**src/rtl/aquila_mem_arbiter_pkg.sv**
```systemverilog
// Shared encodings for the Aquila memory arbiter: FSM states and port-select values.
package aquila_mem_arbiter_pkg;

   typedef enum logic [1:0] {
      S_IDLE  = 2'd0,
      S_ISSUE = 2'd1,
      S_WAIT  = 2'd2,
      S_RESP  = 2'd3
   } arb_state_e;

   localparam logic SEL_I = 1'b0;
   localparam logic SEL_D = 1'b1;

endpackage

```
**src/rtl/aquila_mem_arbiter_if.sv**
```systemverilog
// Bus bundle between the Aquila I/D cache ports, the arbiter and the memory controller.
interface aquila_mem_arbiter_if #(
   parameter int XLEN   = 32,
   parameter int CLSIZE = 128
);
   logic              I_strobe_i;
   logic [XLEN-1:0]   I_addr_i;
   logic              I_done_o;
   logic [CLSIZE-1:0] I_data_o;

   logic              D_strobe_i;
   logic [XLEN-1:0]   D_addr_i;
   logic              D_rw_i;
   logic [CLSIZE-1:0] D_data_i;
   logic              D_done_o;
   logic [CLSIZE-1:0] D_data_o;

   logic              MEM_strobe_o;
   logic [XLEN-1:0]   MEM_addr_o;
   logic              MEM_rw_o;
   logic [CLSIZE-1:0] MEM_data_o;
   logic              MEM_done_i;
   logic [CLSIZE-1:0] MEM_data_i;

   // The arbiter's view.
   modport slave (
      input  I_strobe_i, I_addr_i, D_strobe_i, D_addr_i, D_rw_i, D_data_i,
      input  MEM_done_i, MEM_data_i,
      output I_done_o, I_data_o, D_done_o, D_data_o,
      output MEM_strobe_o, MEM_addr_o, MEM_rw_o, MEM_data_o
   );

   // The surrounding system's view: cache ports plus memory controller.
   modport master (
      output I_strobe_i, I_addr_i, D_strobe_i, D_addr_i, D_rw_i, D_data_i,
      output MEM_done_i, MEM_data_i,
      input  I_done_o, I_data_o, D_done_o, D_data_o,
      input  MEM_strobe_o, MEM_addr_o, MEM_rw_o, MEM_data_o
   );
endinterface

```
**src/rtl/aquila_mem_arbiter_arb_req_latch.sv**
```systemverilog
// arb_req_latch: per-port pending flag plus captured address/rw/data of one request.
module aquila_mem_arbiter_arb_req_latch #(
   parameter int XLEN   = 32,
   parameter int CLSIZE = 128
) (
   input  logic              clk_i,
   input  logic              rst_i,
   input  logic              strobe,
   input  logic [XLEN-1:0]   addr,
   input  logic              rw,
   input  logic [CLSIZE-1:0] data,
   input  logic              busy,
   input  logic              clr,
   output logic              pend,
   output logic [XLEN-1:0]   addr_q,
   output logic              rw_q,
   output logic [CLSIZE-1:0] data_q
);

   // NOTE: sequential state uses non-blocking assignments so every register samples pre-edge values.
   always_ff @(posedge clk_i or negedge rst_i) begin
      if (!rst_i) begin
         pend   <= 1'b0;
         addr_q <= '0;
         rw_q   <= 1'b0;
         data_q <= '0;
      end else if (clr) begin
         pend <= 1'b0;
      end else if (strobe && !pend && !busy) begin
         pend   <= 1'b1;
         addr_q <= addr;
         rw_q   <= rw;
         data_q <= data;
      end
   end

endmodule

```
**src/rtl/aquila_mem_arbiter.sv**
```systemverilog
// Merges the Aquila I-cache and D-cache line ports onto one memory port: one transaction
// in flight, D-over-I priority bounded by MAX_D_BURST, and a sticky WAIT watchdog.
module aquila_mem_arbiter
   import aquila_mem_arbiter_pkg::*;
#(
   parameter int XLEN        = 32,
   parameter int CLSIZE      = 128,
   parameter int MAX_D_BURST = 2,
   parameter int TIMEOUT_CYC = 4096
) (
   input  logic                clk_i,
   input  logic                rst_i,
   aquila_mem_arbiter_if.slave bus,
   output logic                timeout_o
);

   localparam int BURST_W = (MAX_D_BURST > 0) ? $clog2(MAX_D_BURST + 1) : 1;
   localparam int WD_W    = (TIMEOUT_CYC > 1) ? $clog2(TIMEOUT_CYC) : 1;
   localparam logic [BURST_W-1:0] BURST_MAX = BURST_W'(MAX_D_BURST);
   localparam logic [WD_W-1:0]    WD_LAST   = WD_W'((TIMEOUT_CYC > 0) ? TIMEOUT_CYC - 1 : 0);

   arb_state_e        state_q, state_d;
   logic              sel_q;
   logic [XLEN-1:0]   mem_addr_q;
   logic              mem_rw_q;
   logic [CLSIZE-1:0] mem_data_q;
   logic [BURST_W-1:0] d_burst_q;
   logic [WD_W-1:0]   wd_q;
   logic              timeout_q;
   logic [CLSIZE-1:0] i_rdata_q, d_rdata_q;

   logic              pend_i, pend_d, busy_i, busy_d, clr_i, clr_d;
   logic [XLEN-1:0]   i_addr_q, d_addr_q;
   logic              i_rw_q, d_rw_q;
   logic [CLSIZE-1:0] i_wdata_q, d_wdata_q;
   logic              win_d, wd_fire, mem_strobe, i_done, d_done;

   // I requests are always line reads, so their rw/data capture is tied to zero.
   aquila_mem_arbiter_arb_req_latch #(.XLEN(XLEN), .CLSIZE(CLSIZE)) u_i_req (
      .clk_i(clk_i), .rst_i(rst_i), .strobe(bus.I_strobe_i), .addr(bus.I_addr_i),
      .rw(1'b0), .data({CLSIZE{1'b0}}), .busy(busy_i), .clr(clr_i),
      .pend(pend_i), .addr_q(i_addr_q), .rw_q(i_rw_q), .data_q(i_wdata_q)
   );

   aquila_mem_arbiter_arb_req_latch #(.XLEN(XLEN), .CLSIZE(CLSIZE)) u_d_req (
      .clk_i(clk_i), .rst_i(rst_i), .strobe(bus.D_strobe_i), .addr(bus.D_addr_i),
      .rw(bus.D_rw_i), .data(bus.D_data_i), .busy(busy_d), .clr(clr_d),
      .pend(pend_d), .addr_q(d_addr_q), .rw_q(d_rw_q), .data_q(d_wdata_q)
   );

   assign busy_i  = ((state_q == S_ISSUE) || (state_q == S_WAIT)) && (sel_q == SEL_I);
   assign busy_d  = ((state_q == S_ISSUE) || (state_q == S_WAIT)) && (sel_q == SEL_D);
   assign win_d   = pend_d && !(pend_i && (d_burst_q == BURST_MAX));
   assign wd_fire = (TIMEOUT_CYC != 0) && (wd_q == WD_LAST);

   always_ff @(posedge clk_i or negedge rst_i) begin
      if (!rst_i) state_q <= S_IDLE;
      else        state_q <= state_d;
   end

   // NOTE: every always_comb output gets a default first so no path can infer a latch.
   always_comb begin
      state_d    = state_q;
      mem_strobe = 1'b0;
      clr_i      = 1'b0;
      clr_d      = 1'b0;
      i_done     = 1'b0;
      d_done     = 1'b0;
      case (state_q)
         S_IDLE:  if (pend_i || pend_d) state_d = S_ISSUE;
         S_ISSUE: begin
            mem_strobe = 1'b1;
            clr_i      = (sel_q == SEL_I);
            clr_d      = (sel_q == SEL_D);
            state_d    = S_WAIT;
         end
         S_WAIT:  if (bus.MEM_done_i || wd_fire) state_d = S_RESP;
         S_RESP: begin
            i_done  = (sel_q == SEL_I);
            d_done  = (sel_q == SEL_D);
            state_d = S_IDLE;
         end
         default: state_d = S_IDLE;
      endcase
   end

   // NOTE: the line-wide registers are reset as well, since every output must read zero after reset.
   always_ff @(posedge clk_i or negedge rst_i) begin
      if (!rst_i) begin
         sel_q      <= SEL_I;
         mem_addr_q <= '0;
         mem_rw_q   <= 1'b0;
         mem_data_q <= '0;
         d_burst_q  <= '0;
         wd_q       <= '0;
         timeout_q  <= 1'b0;
         i_rdata_q  <= '0;
         d_rdata_q  <= '0;
      end else begin
         case (state_q)
            S_IDLE: if (pend_i || pend_d) begin
               sel_q      <= win_d ? SEL_D : SEL_I;
               mem_addr_q <= win_d ? d_addr_q : i_addr_q;
               mem_rw_q   <= win_d ? d_rw_q : i_rw_q;
               mem_data_q <= win_d ? d_wdata_q : i_wdata_q;
               if (win_d && pend_i) begin
                  if (d_burst_q != BURST_MAX) d_burst_q <= d_burst_q + 1'b1;
               end else begin
                  d_burst_q <= '0;
               end
            end
            S_ISSUE: wd_q <= '0;
            S_WAIT: begin
               if (bus.MEM_done_i) begin
                  if (sel_q == SEL_D) d_rdata_q <= bus.MEM_data_i;
                  else                i_rdata_q <= bus.MEM_data_i;
               end else if (wd_fire) begin
                  timeout_q <= 1'b1;
                  if (sel_q == SEL_D) d_rdata_q <= '0;
                  else                i_rdata_q <= '0;
               end else begin
                  wd_q <= wd_q + 1'b1;
               end
            end
            default: ;
         endcase
      end
   end

   assign bus.MEM_strobe_o = mem_strobe;
   assign bus.MEM_addr_o   = mem_addr_q;
   assign bus.MEM_rw_o     = mem_rw_q;
   assign bus.MEM_data_o   = mem_data_q;
   assign bus.I_done_o     = i_done;
   assign bus.I_data_o     = i_rdata_q;
   assign bus.D_done_o     = d_done;
   assign bus.D_data_o     = d_rdata_q;
   assign timeout_o        = timeout_q;

endmodule

```
**src/flat_wrapper.sv**
```systemverilog
// flat-port wrapper written by rule: the top's interface ports become plain ports
module aquila_mem_arbiter_flat import aquila_mem_arbiter_pkg::*;
#(
   parameter int XLEN        = 32,
   parameter int CLSIZE      = 128,
   parameter int MAX_D_BURST = 2,
   parameter int TIMEOUT_CYC = 4096
)
  (clk_i, rst_i, timeout_o, bus_I_strobe_i, bus_I_addr_i, bus_D_strobe_i, bus_D_addr_i, bus_D_rw_i, bus_D_data_i, bus_MEM_done_i, bus_MEM_data_i, bus_I_done_o, bus_I_data_o, bus_D_done_o, bus_D_data_o, bus_MEM_strobe_o, bus_MEM_addr_o, bus_MEM_rw_o, bus_MEM_data_o);
  aquila_mem_arbiter_if #(.XLEN(XLEN), .CLSIZE(CLSIZE)) bus_i ();
  input  logic clk_i;
  input  logic rst_i;
  output logic timeout_o;
  input wire logic [$bits(bus_i.I_strobe_i)-1:0] bus_I_strobe_i;
  input wire logic [$bits(bus_i.I_addr_i)-1:0] bus_I_addr_i;
  input wire logic [$bits(bus_i.D_strobe_i)-1:0] bus_D_strobe_i;
  input wire logic [$bits(bus_i.D_addr_i)-1:0] bus_D_addr_i;
  input wire logic [$bits(bus_i.D_rw_i)-1:0] bus_D_rw_i;
  input wire logic [$bits(bus_i.D_data_i)-1:0] bus_D_data_i;
  input wire logic [$bits(bus_i.MEM_done_i)-1:0] bus_MEM_done_i;
  input wire logic [$bits(bus_i.MEM_data_i)-1:0] bus_MEM_data_i;
  output wire logic [$bits(bus_i.I_done_o)-1:0] bus_I_done_o;
  output wire logic [$bits(bus_i.I_data_o)-1:0] bus_I_data_o;
  output wire logic [$bits(bus_i.D_done_o)-1:0] bus_D_done_o;
  output wire logic [$bits(bus_i.D_data_o)-1:0] bus_D_data_o;
  output wire logic [$bits(bus_i.MEM_strobe_o)-1:0] bus_MEM_strobe_o;
  output wire logic [$bits(bus_i.MEM_addr_o)-1:0] bus_MEM_addr_o;
  output wire logic [$bits(bus_i.MEM_rw_o)-1:0] bus_MEM_rw_o;
  output wire logic [$bits(bus_i.MEM_data_o)-1:0] bus_MEM_data_o;
  assign bus_i.I_strobe_i = bus_I_strobe_i;
  assign bus_i.I_addr_i = bus_I_addr_i;
  assign bus_i.D_strobe_i = bus_D_strobe_i;
  assign bus_i.D_addr_i = bus_D_addr_i;
  assign bus_i.D_rw_i = bus_D_rw_i;
  assign bus_i.D_data_i = bus_D_data_i;
  assign bus_i.MEM_done_i = bus_MEM_done_i;
  assign bus_i.MEM_data_i = bus_MEM_data_i;
  assign bus_I_done_o = bus_i.I_done_o;
  assign bus_I_data_o = bus_i.I_data_o;
  assign bus_D_done_o = bus_i.D_done_o;
  assign bus_D_data_o = bus_i.D_data_o;
  assign bus_MEM_strobe_o = bus_i.MEM_strobe_o;
  assign bus_MEM_addr_o = bus_i.MEM_addr_o;
  assign bus_MEM_rw_o = bus_i.MEM_rw_o;
  assign bus_MEM_data_o = bus_i.MEM_data_o;
  aquila_mem_arbiter #(.XLEN(XLEN), .CLSIZE(CLSIZE), .MAX_D_BURST(MAX_D_BURST), .TIMEOUT_CYC(TIMEOUT_CYC)) u_core (.clk_i(clk_i), .rst_i(rst_i), .bus(bus_i), .timeout_o(timeout_o));
endmodule
```
**config.mk**
```make
export PLATFORM = sky130hd
export DESIGN_NAME = aquila_mem_arbiter_flat
export DESIGN_NICKNAME = d
export VERILOG_FILES = /design/src/rtl/aquila_mem_arbiter_pkg.sv /design/src/rtl/aquila_mem_arbiter_if.sv /design/src/rtl/aquila_mem_arbiter_arb_req_latch.sv /design/src/rtl/aquila_mem_arbiter.sv /design/src/flat_wrapper.sv
export SDC_FILE = /design/constraint.sdc
export NUM_CORES = 1
export LEC_CHECK = 0
export BUFFER_PORTS_ARGS = -buffer_cell sky130_fd_sc_hd__buf_2
export CAP_MARGIN = 20
export CORE_AREA = 5 5 284 286
export CTS_CLUSTER_DIAMETER = 80
export DETAILED_ROUTE_END_ITERATION = 12
export DIE_AREA = 0 0 289 291
export MAX_ROUTING_LAYER = met4
export PLACE_DENSITY_LB_ADDON = 0.15
export REMOVE_ABC_BUFFERS = 1
export SYNTH_ARGS = -nofsm -noshare
export SYNTH_HDL_FRONTEND = slang
export SYNTH_SLANG_ARGS = --single-unit
export TNS_END_PERCENT = 20
```
**constraint.sdc**
```tcl
create_clock -name clk_i -period 3.35 [get_ports clk_i]
set_input_delay 0.5025 -clock clk_i [delete_from_list [all_inputs] [get_ports clk_i]]
set_output_delay 0.5025 -clock clk_i [all_outputs]
set_load 0.02 [all_outputs]
```
==> results.md <==
* Run status: finished clean
* VDD IR max at 0.0005028 V
* Clock root buffer: clkbuf_16
* Yosys reg bits at 630
* Crit path kind: flip-flop to flip-flop
* Chip height at 291 um
* CTS sink count at 630
* Peak fanout along the critical path at 26
* Die Width at 289 um
* Setup repair after global routing missed its margin: no
* Min Tclk post-route at 2.605 ns
* Largest net degree at the start of global routing at 202
* Worst Hold Margin at 0.1310 ns
* Top delay family on crit path: buffers and inverters
* Worst path slowest cell: o211a_4
* Post-DP HPWL at 54.74 mm
* Post-synth EDFFs at 0
* DR WL/cell at 22.96 um
* Syn Area/Cell at 15.25 sq um
* NumNets Final at 2,611
* Worst-path clk slew at 0.06 ns
* Initial antenna violation count at 39
* Most frequent cell after synthesis: dfrtp_1
* Tightest Pin Transition at 1.118 ns
* Slew margin rel. at 25.47%
* Pleak at 14.99 nW
* Final setup skew at 0.02137 ns
* Worst hold path class: input pin to flip-flop
* Power Total at 33.89 mW
* MaxCap Viol Count at 0
* I/O pin total at 747
* Clk_lat worst skew at 0.60 ns
* Fillers at 7,559
* H-tree level count at 3
* Starting DRT DRC Count at 918
* CP max stage delay at 0.44 ns
* Fmax at 383.8 MHz
* Placed instance area at 0.02866 sq mm
* Share of layout cells above drive strength 1 at 47.30%
* Antenna-violating nets left at 0
* Worst-path cell chain: inv_1 -> ha_1 -> nor2_1 -> o211a_4 -> buf_4 -> mux2_2
* Synth area leader: dfrtp_1
* Final setup vio count at 0
* Post-Syn Area at 0.02389 sq mm
* Clock tree from TritonCTS: built
* Area growth syn-to-layout at 30.11%
* Count of unique library cells instantiated by Yosys at 55
* Primary FF master, synth: dfrtp_1
* Most frequent cells after synthesis: 630 x dfrtp_1, 256 x a32o_1, 195 x mux2_2, 129 x a22o_1, 83 x clkbuf_1
* Via count at 17.08k
* Req. time, crit path at 3.82 ns
* Initial Util at 30.59%
* Slew Limit Fails at 0
* Residual DRC at 0
* Vias in the first global route at 18.21k
* Fin crit share at 77.77%
* Post-synth ARST share at 100.0%
* Pre-antenna DRT Iters at 5
* Site Rows at 103
* IO buf count at 746
* GRT overflow at 0
* Vias per Instance at 5.006
* Post-layout util at 39.80%
* Critical Path Start Type: flip-flop
* Total GRT Usage at 18.36%
* Post-Syn Instances at 1,567
* CORE AREA at 0.07810 sq mm
* Pre-CTS WS at 0.7171 ns
* Setup ws final at 0.7447 ns
* Buffers & Inverters on Critical Path at 2
* Routability cong. at 0.8196
* R2r setup slk at 0.74 ns
* Pwr Density at 1090 mW/mm^2
* Final Hold Fails at 0
* Die area at 0.08410 sq mm
* Critical path arrival at 3.07 ns
* Total length of routed wires at 78.35 mm
* Crit end category: flip-flop
* CTS Buffer Depth at 3
* Sequential element share of the synthesized area at 65.98%
* TritonCTS Buffers at 73
* Synth warn at 0
* Area contributors post-synth: dfrtp_1 66%, a32o_1 11%, mux2_2 9.2%
* Final Cell Area at 0.03109 sq mm
* Post-synth top area share at 65.98%
* First-pass GRT wire length at 116.5 mm
==> stage by stage <==
step	instances	setup TNS, ns
2_1_floorplan	1417	-1884.84
3_3_place_gp	3252	0
3_5_place_dp	3252	0
4_1_cts	3382	0
5_1_grt	3409	0
6_report	3412	0
==> layout by cell type, fill, tap and decap left out, drive strengths merged, types with 3 or more instances in the layout <==
master	n
o311ai	4
a21oi	9
and2	4
inv	15
clkbuf	110
nor2	4
nor3b	7
mux2i	33
a22o	129
diode	30
nor2b	4
buf	784
ha	7
mux2	195
a32o	256
nand2	50
nand3	4
clkinv	5
dfrtp	630
clkinvlp	4
nand4b	3
bufinv	3
o21ai	38
a21o	4
==> cells by family (layout without fill, tap and decap cells) <==
| kind of cell | count (synthesis) | after routing | share of synthesized area (%) |
|---|---|---|---|
| xor gates and xnor gates | 2 | 2 | 0.07333 |
| adders and majority gates | 7 | 7 | 0.3666 |
| buffers and inverters | 157 | 922 | 3.797 |
| other | 0 | 30 | 0 |
| muxes | 228 | 228 | 10.57 |
| AOI/OAI and AO/OA | 454 | 454 | 17.28 |
| and+or+nand+nor | 89 | 89 | 1.932 |
| DFF | 630 | 630 | 65.98 |
==> power breakdown <==
part | total [mW] | switching (mW) | internal, mW
Sequential | 13.0 | 1.89 | 11.1
Combinational | 13.1 | 7.67 | 5.41
Clock | 7.79 | 3.18 | 4.61
Total | 33.9 | 12.7 | 21.1
==> worst paths after layout <==
kind / from / to / cells past startpoint
worst max-delay path: u_core.state_q[1] / u_core.u_d_req.data_q[62] / 6
worst min-delay path: bus_D_data_i[101] / u_core.u_d_req.data_q[101] / 2
worst max register to register: u_core.state_q[1] / u_core.u_d_req.data_q[62] / 6
worst min register to register: u_core.timeout_o / u_core.timeout_o / 1
max in group asynchronous: rst_i / u_core.u_d_req.data_q[1] / 4
min in group asynchronous: rst_i / u_core.bus.MEM_data_o[33] / 2
==> layout make-up <==
type                            instances  area (sq um)  share of cell area [%]
Clock buffer                          109          2102                   6.762
Tap cell                             1050          1314                   4.226
Antenna cell                           30         75.07                  0.2415
Clock inverter                         20         242.7                  0.7808
Multi-Input combinational cell        780          7281                   23.42
Inverter                                7         26.28                 0.08452
Timing Repair Buffer                  786          4280                   13.77
Sequential cell                       630         15770                   50.71
==> sequential cells by signal, indices dropped and copies added (netlist names), 2 cells and up <==
register and flops:
u_core.bus.D_data_o 128, u_core.d_burst_q 2, u_core.u_i_req.addr_q 32, u_core.state_q 2, u_core.u_d_req.addr_q 32, u_core.wd_q 12
u_core.bus.MEM_addr_o 32, u_core.u_d_req.data_q 128, u_core.bus.I_data_o 128, u_core.bus.MEM_data_o 128
==> timing repair <==
item                                   in CTS  in global routing
hold buffers                                1                  0
endpoints found under the hold margin      38                  0
gates resized for setup                     0                  0
setup buffers                               0                  0
==> layer usage <==
layer / up-vias / routed length (um) / global-route usage [%]
li1: 7568 / - / -
met5: - / 0 / -
met1: 8749 / 29300 / 20.73
met2: 617 / 38200 / 29.45
met3: 146 / 8439 / 7.604
met4: 0 / 2409 / 6.417
Power figures use the tool's default switching activity.
